<file path="src/rtl/pipeline_pkg.sv">
// Shared pipeline definitions: the decoded control bundle
// and the register-index width used across stage boundaries.
package pipeline_pkg;

    localparam int REG_IDX_W = 5;

    typedef struct packed {
        logic       reg_write;
        logic [1:0] result_src;
        logic       mem_write;
        logic       jump;
        logic       branch;
        logic [3:0] alu_control;
        logic       alu_src;
        logic [2:0] width_src;
        logic [1:0] pad;
    } ctrl_t;

    localparam int CTRL_BITS = $bits(ctrl_t);

    localparam int REG_WRITE_BIT  = 15;
    localparam int RESULT_SRC_LSB = 13;
    localparam int MEM_WRITE_BIT  = 12;
    localparam int JUMP_BIT       = 11;
    localparam int BRANCH_BIT     = 10;
    localparam int ALU_CTRL_LSB   = 6;
    localparam int ALU_SRC_BIT    = 5;
    localparam int WIDTH_SRC_LSB  = 2;
    localparam int PAD_LSB        = 0;

    // All-zero control word: no register or memory write.
    function automatic ctrl_t bubble_ctrl();
        return '0;
    endfunction

endpackage

</file>
<file path="src/rtl/pipe_reg.sv">
// Generic W-bit pipeline flop with load enable and
// synchronous clear; clear has priority over load.
module pipe_reg #(
    parameter int W = 1
) (
    input  logic         clk,
    input  logic         reset_n,
    input  logic         en,
    input  logic         clr,
    input  logic [W-1:0] d,
    output logic [W-1:0] q
);

    // Reset, then clear, then load; otherwise hold.
    always_ff @(posedge clk) begin
        if (!reset_n) begin
            q <= '0;
        end else if (clr) begin
            q <= '0;
        end else if (en) begin
            q <= d;
        end
    end

endmodule

</file>
<file path="src/rtl/id_ex_reg.sv">
// Decode->Execute pipeline register with stall hold,
// flush bubble insertion and a saturating bubble counter.
module id_ex_reg
    import pipeline_pkg::*;
#(
    parameter int XLEN   = 32,
    parameter int CTRL_W = CTRL_BITS,
    parameter int CNT_W  = 16
) (
    input  logic                 clk,
    input  logic                 reset_n,
    input  logic                 stall_e,
    input  logic                 flush_e,
    input  logic                 valid_d,
    input  logic [CTRL_W-1:0]    ctrl_d,
    input  logic [XLEN-1:0]      rd1_d,
    input  logic [XLEN-1:0]      rd2_d,
    input  logic [REG_IDX_W-1:0] rs1_d,
    input  logic [REG_IDX_W-1:0] rs2_d,
    input  logic [REG_IDX_W-1:0] rd_d,
    input  logic [XLEN-1:0]      imm_d,
    input  logic [XLEN-1:0]      pc_d,
    input  logic [XLEN-1:0]      pc_plus4_d,
    output logic                 valid_e,
    output logic [CTRL_W-1:0]    ctrl_e,
    output logic [XLEN-1:0]      rd1_e,
    output logic [XLEN-1:0]      rd2_e,
    output logic [REG_IDX_W-1:0] rs1_e,
    output logic [REG_IDX_W-1:0] rs2_e,
    output logic [REG_IDX_W-1:0] rd_e,
    output logic [XLEN-1:0]      imm_e,
    output logic [XLEN-1:0]      pc_e,
    output logic [XLEN-1:0]      pc_plus4_e,
    output logic [CNT_W-1:0]     bubble_cnt
);

    localparam int IDX_W  = 3 * REG_IDX_W;
    localparam int DATA_W = 3 * XLEN;
    localparam int PC_W   = 2 * XLEN;

    logic load;
    logic cnt_max;

    assign load    = ~stall_e;
    assign cnt_max = (bubble_cnt == {CNT_W{1'b1}});

    pipe_reg #(.W(1)) u_valid (
        .clk     (clk),
        .reset_n (reset_n),
        .en      (load),
        .clr     (flush_e),
        .d       (valid_d),
        .q       (valid_e)
    );

    pipe_reg #(.W(CTRL_W)) u_ctrl (
        .clk     (clk),
        .reset_n (reset_n),
        .en      (load),
        .clr     (flush_e),
        .d       (ctrl_d),
        .q       (ctrl_e)
    );

    pipe_reg #(.W(IDX_W)) u_idx (
        .clk     (clk),
        .reset_n (reset_n),
        .en      (load),
        .clr     (flush_e),
        .d       ({rs1_d, rs2_d, rd_d}),
        .q       ({rs1_e, rs2_e, rd_e})
    );

    pipe_reg #(.W(DATA_W)) u_data (
        .clk     (clk),
        .reset_n (reset_n),
        .en      (load),
        .clr     (flush_e),
        .d       ({rd1_d, rd2_d, imm_d}),
        .q       ({rd1_e, rd2_e, imm_e})
    );

    pipe_reg #(.W(PC_W)) u_pc (
        .clk     (clk),
        .reset_n (reset_n),
        .en      (load),
        .clr     (flush_e),
        .d       ({pc_d, pc_plus4_d}),
        .q       ({pc_e, pc_plus4_e})
    );

    // Count inserted bubbles, sticking at all-ones.
    always_ff @(posedge clk) begin
        if (!reset_n) begin
            bubble_cnt <= '0;
        end else if (flush_e && !cnt_max) begin
            bubble_cnt <= bubble_cnt + 1'b1;
        end
    end

endmodule

</file>
<file path="config.mk">
export PLATFORM = sky130hd
export DESIGN_NAME = id_ex_reg
export DESIGN_NICKNAME = d
export VERILOG_FILES = /design/src/rtl/pipeline_pkg.sv /design/src/rtl/pipe_reg.sv /design/src/rtl/id_ex_reg.sv
export SDC_FILE = /design/constraint.sdc
export NUM_CORES = 1
export LEC_CHECK = 0
export ABC_AREA = 1
export CORE_MARGIN = 4
export CORE_UTILIZATION = 32
export CTS_BUF_LIST = sky130_fd_sc_hd__clkbuf_4
export CTS_CLUSTER_DIAMETER = 60
export DETAILED_ROUTE_END_ITERATION = 7
export PLACE_DENSITY = 0.77
export SLEW_MARGIN = 0
export SYNTH_ARGS = -nofsm -noshare
export SYNTH_HDL_FRONTEND = slang
export SYNTH_HIERARCHICAL = 1
export SYNTH_SLANG_ARGS = --single-unit
</file>
<file path="constraint.sdc">
create_clock -name clk -period 2 [get_ports clk]
set_input_delay 0.2 -clock clk [delete_from_list [all_inputs] [get_ports clk]]
set_output_delay 0.2 -clock clk [all_outputs]
set_load 0.05 [all_outputs]
</file>
Word-level counts from Yosys, hierarchy flattened
Cells that the tools add are included.

Input port bits: 196. Register bits after elaboration: 208. Logic and storage cells: 12. Output and inout bits: 208.

Reduce and logical (&&, ||, !) cells: 3. Bitwise gates (word level): 1. $add $sub $neg: 1. Equal/unequal tests: 1.

Operators by type and width (count): $add A16 B1 Y16 const B (1); $eq A16 B16 Y1 const B (1); $reduce_or A2 Y1 (1); $logic_and A1 B1 Y1 (1); $logic_not A1 Y1 (1); $not A1 Y1 (1).

Longest topological paths before layout
Depth after elaboration: 3. Depth in mapped cells: 10. Mapped depth without buffers: 9.

Modules after synthesis
The synthesis kept the hierarchy.

Modules (own cells, without submodules): pipe_reg at u_data (cells each 418, area an instance 3338.2 µm², times used 1, sequential area each 1921.8 µm²); pipe_reg at u_pc (cells each 278, area an instance 2572.5 µm², times used 1, sequential area each 1281.2 µm²); id_ex_reg (cells each 155, area an instance 978.4 µm², times used 1, sequential area each 320.3 µm²); pipe_reg at u_ctrl (cells each 71, area an instance 666.9 µm², times used 1, sequential area each 320.3 µm²); pipe_reg at u_idx (cells each 67, area an instance 616.8 µm², times used 1, sequential area each 300.3 µm²); pipe_reg at u_valid (cells each 7, area an instance 47.5 µm², times used 1, sequential area each 20.0 µm²).

Least setup slack after synthesis
No wires, ideal clock.

Path kind: reg2reg. Start: reg bubble_cnt[0]. End: reg bubble_cnt[3]. Data required time: 1.883 ns. Library setup time: 0.117 ns. Data arrival time: 1.686 ns. Cell stages (with the launch flop): 10. Path buffers: 1. Period minus slack after synthesis: 1.803 ns. Slack: 0.197 ns. Cells stage by stage: dfxtp_1 -> ha_1 -> nand2_1 -> nor2_2 -> nand2_2 -> nor2_4 -> nand2_2 -> buf_6 -> a21oi_1 -> nor2_1.

Word-level cells in the longest chain between the ends: 3. Elaborated cells on any way between the ends: 4. Classes of those cells: add/sub (1); eq/ne (1); reduce/logical (2).

Ends and longest elaborated chain: from (decl) (RTL line id_ex_reg.sv:34) `output logic [CNT_W-1:0] bubble_cnt`; from (signal assigned) (RTL line id_ex_reg.sv:97) `bubble_cnt <= bubble_cnt + 1'b1;`; branches (longest 3 deep; another with $add A16 B1 Y16).

Parallel ways; which one is timed is not known. A chain may end at the register's enable or synchronous reset.

Final worst setup path
Start: reg bubble_cnt[2]. End: out bubble_cnt[2].

No word-level cell between the ends.

==> impl_metrics.env <==
export IMPL_netlist_area_um2=8220
export IMPL_cp_data_required_time_ns=1.80
export IMPL_synthMuxAreaShare=0
export IMPL_ant_nets=0
export IMPL_slew_viol_final=0
export IMPL_cts_sinks=208
export IMPL_vias=8128
export IMPL_netlist_instances=996
export IMPL_placedCellCount=1693
export IMPL_criticalPathCategory="reg -> out"
export IMPL_first_pass_iters=4
export IMPL_cts_inserted_buffers=56
export IMPL_crit_arrival_ns=1.66
export IMPL_globalRouteTotalUtil=0.1787
export IMPL_cts_root_buf="clkbuf_4"
export IMPL_hp_start="pc_d[28]"
export IMPL_cts_hold_buf=0
export IMPL_synth_top_family_by_area="simple AND/OR/NAND/NOR gates"
export IMPL_grt_max_degree=76
export IMPL_synth_top_area_cell="dfxtp_1"
export IMPL_synth_area_leaders="dfxtp_1 51%, nand2_1 17%, a21oi_2 8.6%, a21oi_1 7.5%, nand2_2 3.9%"
export IMPL_critPathMaxStageDelay_ns=0.58
export IMPL_cp_max_fo=6
export IMPL_yosys_area_share_simple=0.2530
export IMPL_drive_above_1_share=0.1848
export IMPL_core_um2=25250
export IMPL_gp_congestion=0.8569
export IMPL_irDropWorstVdd_mv=0.4743
export IMPL_synth_common_cells="377 x nand2_1, 208 x dfxtp_1, 123 x a21oi_1, 81 x a21oi_2, 51 x nand2_2"
export IMPL_floorplan_die_area_um2=28320
export IMPL_stdcell_area_um2=12890
export IMPL_synthXorXnorAreaFrac=0.001065
export IMPL_status="finished, final reports clean"
export IMPL_cp_num_cells=1
export IMPL_ff2ff_path_depth=6
export IMPL_setup_viol=0
export IMPL_clkLatencyLatePin_ns=0.63
export IMPL_antenna_found_initial=1
export IMPL_finalHoldViolations=0
export IMPL_yosys_warnings=6
export IMPL_slowest_stage="dlygate4sd2_1"
export IMPL_grt_pass1_vias=8228
export IMPL_worstMarginPinSlew_ns=0.5652
export IMPL_yosys_area_share_adder=0.001522
export IMPL_fin_skew_ns=0.01605
export IMPL_setup_tns_final_ns=0
export IMPL_p_leak_nw=5.757
export IMPL_fin_nets=1618
export IMPL_drv_cap=0
export IMPL_timing_rr_start="bubble_cnt[0]$_SDFFE_PN0P_"
export IMPL_yosysMostFrequentCell="nand2_1"
export IMPL_crit_path_cell_trace="dlygate4sd2_1"
export IMPL_viasPerCell=4.548
export IMPL_fin_util=0.5106
export IMPL_period_minus_slack_ns=1.860
export IMPL_rrSetupSlack_ns=0.42
export IMPL_synth_ff_type="dfxtp_1"
export IMPL_worstHoldPathCells=3
export IMPL_period_share=0.9299
export IMPL_critPathLaunchType="flop"
export IMPL_cts_htree_levels=2
export IMPL_syn_nets=1193
export IMPL_drt_iter0_markers=345
export IMPL_syn2layout_area_growth_pct=56.85
export IMPL_crit_family="buffers and inverters"
export IMPL_wl_mm=26.96
export IMPL_synth_top_area_share=0.5065
export IMPL_synth_seq_cells=208
export IMPL_rows=58
export IMPL_rsz0062_at_grt="no"
export IMPL_io_pins=404
export IMPL_synth_compound_area_frac=0.1618
export IMPL_routedWlPerCell_um=15.09
export IMPL_worst_path_buf_inv=1
export IMPL_avgSynthCellArea_um2=8.253
export IMPL_port_buffers=403
export IMPL_powerDensity_nw_per_um2=730.9
export IMPL_rr_endpoint="bubble_cnt[9]$_SDFFE_PN0P_"
export IMPL_nFillCells=2431
export IMPL_startpoint="bubble_cnt[2]$_SDFFE_PN0P_"
export IMPL_overflow=0
export IMPL_holdCritPathClass="in -> reg"
export IMPL_layout_cells_non_filler=1787
export IMPL_maxSlewHeadroom=0.6247
export IMPL_netlist_cell_type_count=25
export IMPL_dpl_cell_area_um2=12500
export IMPL_clockBufferDepth=3
export IMPL_crit_path_end="bubble_cnt[2]"
export IMPL_grt_first_pass_wirelength_mm=41.85
export IMPL_ys_seq_area_frac=0.5065
export IMPL_cts_clk_slew_worst_paths_ns=0.06
export IMPL_dieWidth_um=168.3
export IMPL_start_util=0.3255
export IMPL_ys_async_sr_fraction=0
export IMPL_die_height_um=168.3
export IMPL_crit_path_end_kind="output port"
export IMPL_dp_hpwl_mm=19.38
export IMPL_synth_edf_count=0
export IMPL_route_detailed_drc=0
export IMPL_cts_tree="yes"
export IMPL_clock_fmax_mhz=537.7
## area by class of cell
class / instances / area, um2 / area share
diodes: 1 / 2.502 / 0.0001941
clock buffers: 81 / 608.1 / 0.04716
clock inverters: 12 / 48.80 / 0.003785
inverters: 27 / 120.1 / 0.009316
multi-input cells: 700 / 3443 / 0.2671
flip-flops and latches: 208 / 4164 / 0.3230
well taps: 330 / 412.9 / 0.03202
repair buffers: 428 / 4094 / 0.3175
## tightest hold or removal path: cells and delay by family
| kind | cells | cell delay (ns) |
|---|---|---|
| buf+inv | 1 | 0.39 |
| compound gates | 1 | 0.05 |
| simple gates | 1 | 0.05 |
## flip-flops by register name, summed over array words and instances (netlist names)
signal,flops
bubble_cnt,16
u_ctrl/q,16
u_data/q,96
u_idx/q,15
u_valid/q,1
u_pc/q,64
## per-stage QoR
stage	hold WS, ns	setup slack [ns]	power [W]
floorplan	0.3206	0.1969	0.005337
global placement	0.4448	0.2775	0.006082
detailed placement	0.4491	0.2003	0.006095
CTS	0.04452	0.04285	0.009603
global route	0.04309	0.01703	0.009931
finish	0.1216	0.1402	0.009424
## worst min-delay path by stage
stage / slack [ns] / end
floorplan: 0.32 / bubble_cnt[6]$_SDFFE_PN0P_
global placement: 0.44 / u_data/q[36]$_SDFFE_PP0P_
detailed placement: 0.45 / u_data/q[74]$_SDFFE_PP0P_
CTS: 0.04 / u_data/q[85]$_SDFFE_PP0P_
global route: 0.04 / u_pc/q[27]$_SDFFE_PP0P_
finish: 0.12 / u_pc/q[60]$_SDFFE_PP0P_
## report_power, final
| part | switching (W) | leakage, nW | internal [W] |
|---|---|---|---|
| sequential | 0.0000665 | 1.69 | 0.00427 |
| clock | 0.00168 | 0.404 | 0.00184 |
| combinational | 0.000939 | 3.66 | 0.000633 |
| total | 0.00268 | 5.76 | 0.00674 |
## layer usage
metal	GRT usage	share of wire	vias to the layer above
li1	-	-	4039
met1	0.2031	0.40	3661
met2	0.3045	0.47	361
met3	0.06903	0.10	67
met4	0.06669	0.031	0
met5	0	0	-
## logic make-up after synthesis
group / count (synthesis)
compound gates: 205
xor+xnor: 1
flops: 208
simple gates: 493
fa+ha+maj: 1
buf+inv: 88
## placed cells by master (no fill, tap or decap)
| cell | netlist | final |
|---|---|---|
| xnor2_1 | 1 | 1 |
| ha_1 | 1 | 1 |
| nor2_4 | 2 | 2 |
| clkinv_2 | 1 | 4 |
| dfxtp_1 | 208 | 208 |
| buf_4 | 5 | 15 |
| o21ai_0 | 1 | 1 |
| inv_2 | 4 | 6 |
| clkinv_4 | 1 | 1 |
| nand2_2 | 51 | 50 |
| a21oi_1 | 123 | 123 |
| nand2_1 | 377 | 376 |
| inv_6 | 0 | 1 |
| nor2_1 | 37 | 37 |
| diode_2 | 0 | 1 |
| clkdlybuf4s50_1 | 0 | 195 |
| a21oi_2 | 81 | 81 |
| dlygate4sd2_1 | 0 | 206 |
| nand2_4 | 3 | 5 |
| clkbuf_4 | 0 | 81 |
| clkbuf_2 | 0 | 1 |
| nand3_1 | 13 | 13 |
| inv_8 | 1 | 1 |
| nand3_2 | 6 | 6 |
| buf_12 | 5 | 11 |
| clkinv_1 | 0 | 7 |
| nor2_2 | 4 | 4 |
| inv_1 | 20 | 19 |
## what timing repair did
item	in CTS	in global routing
pin swaps	0	0
setup endpoints to repair	207	1
buffers inserted	0	0
gates resized for setup	207	2
Note: power is estimated with default switching activity, not from simulation.
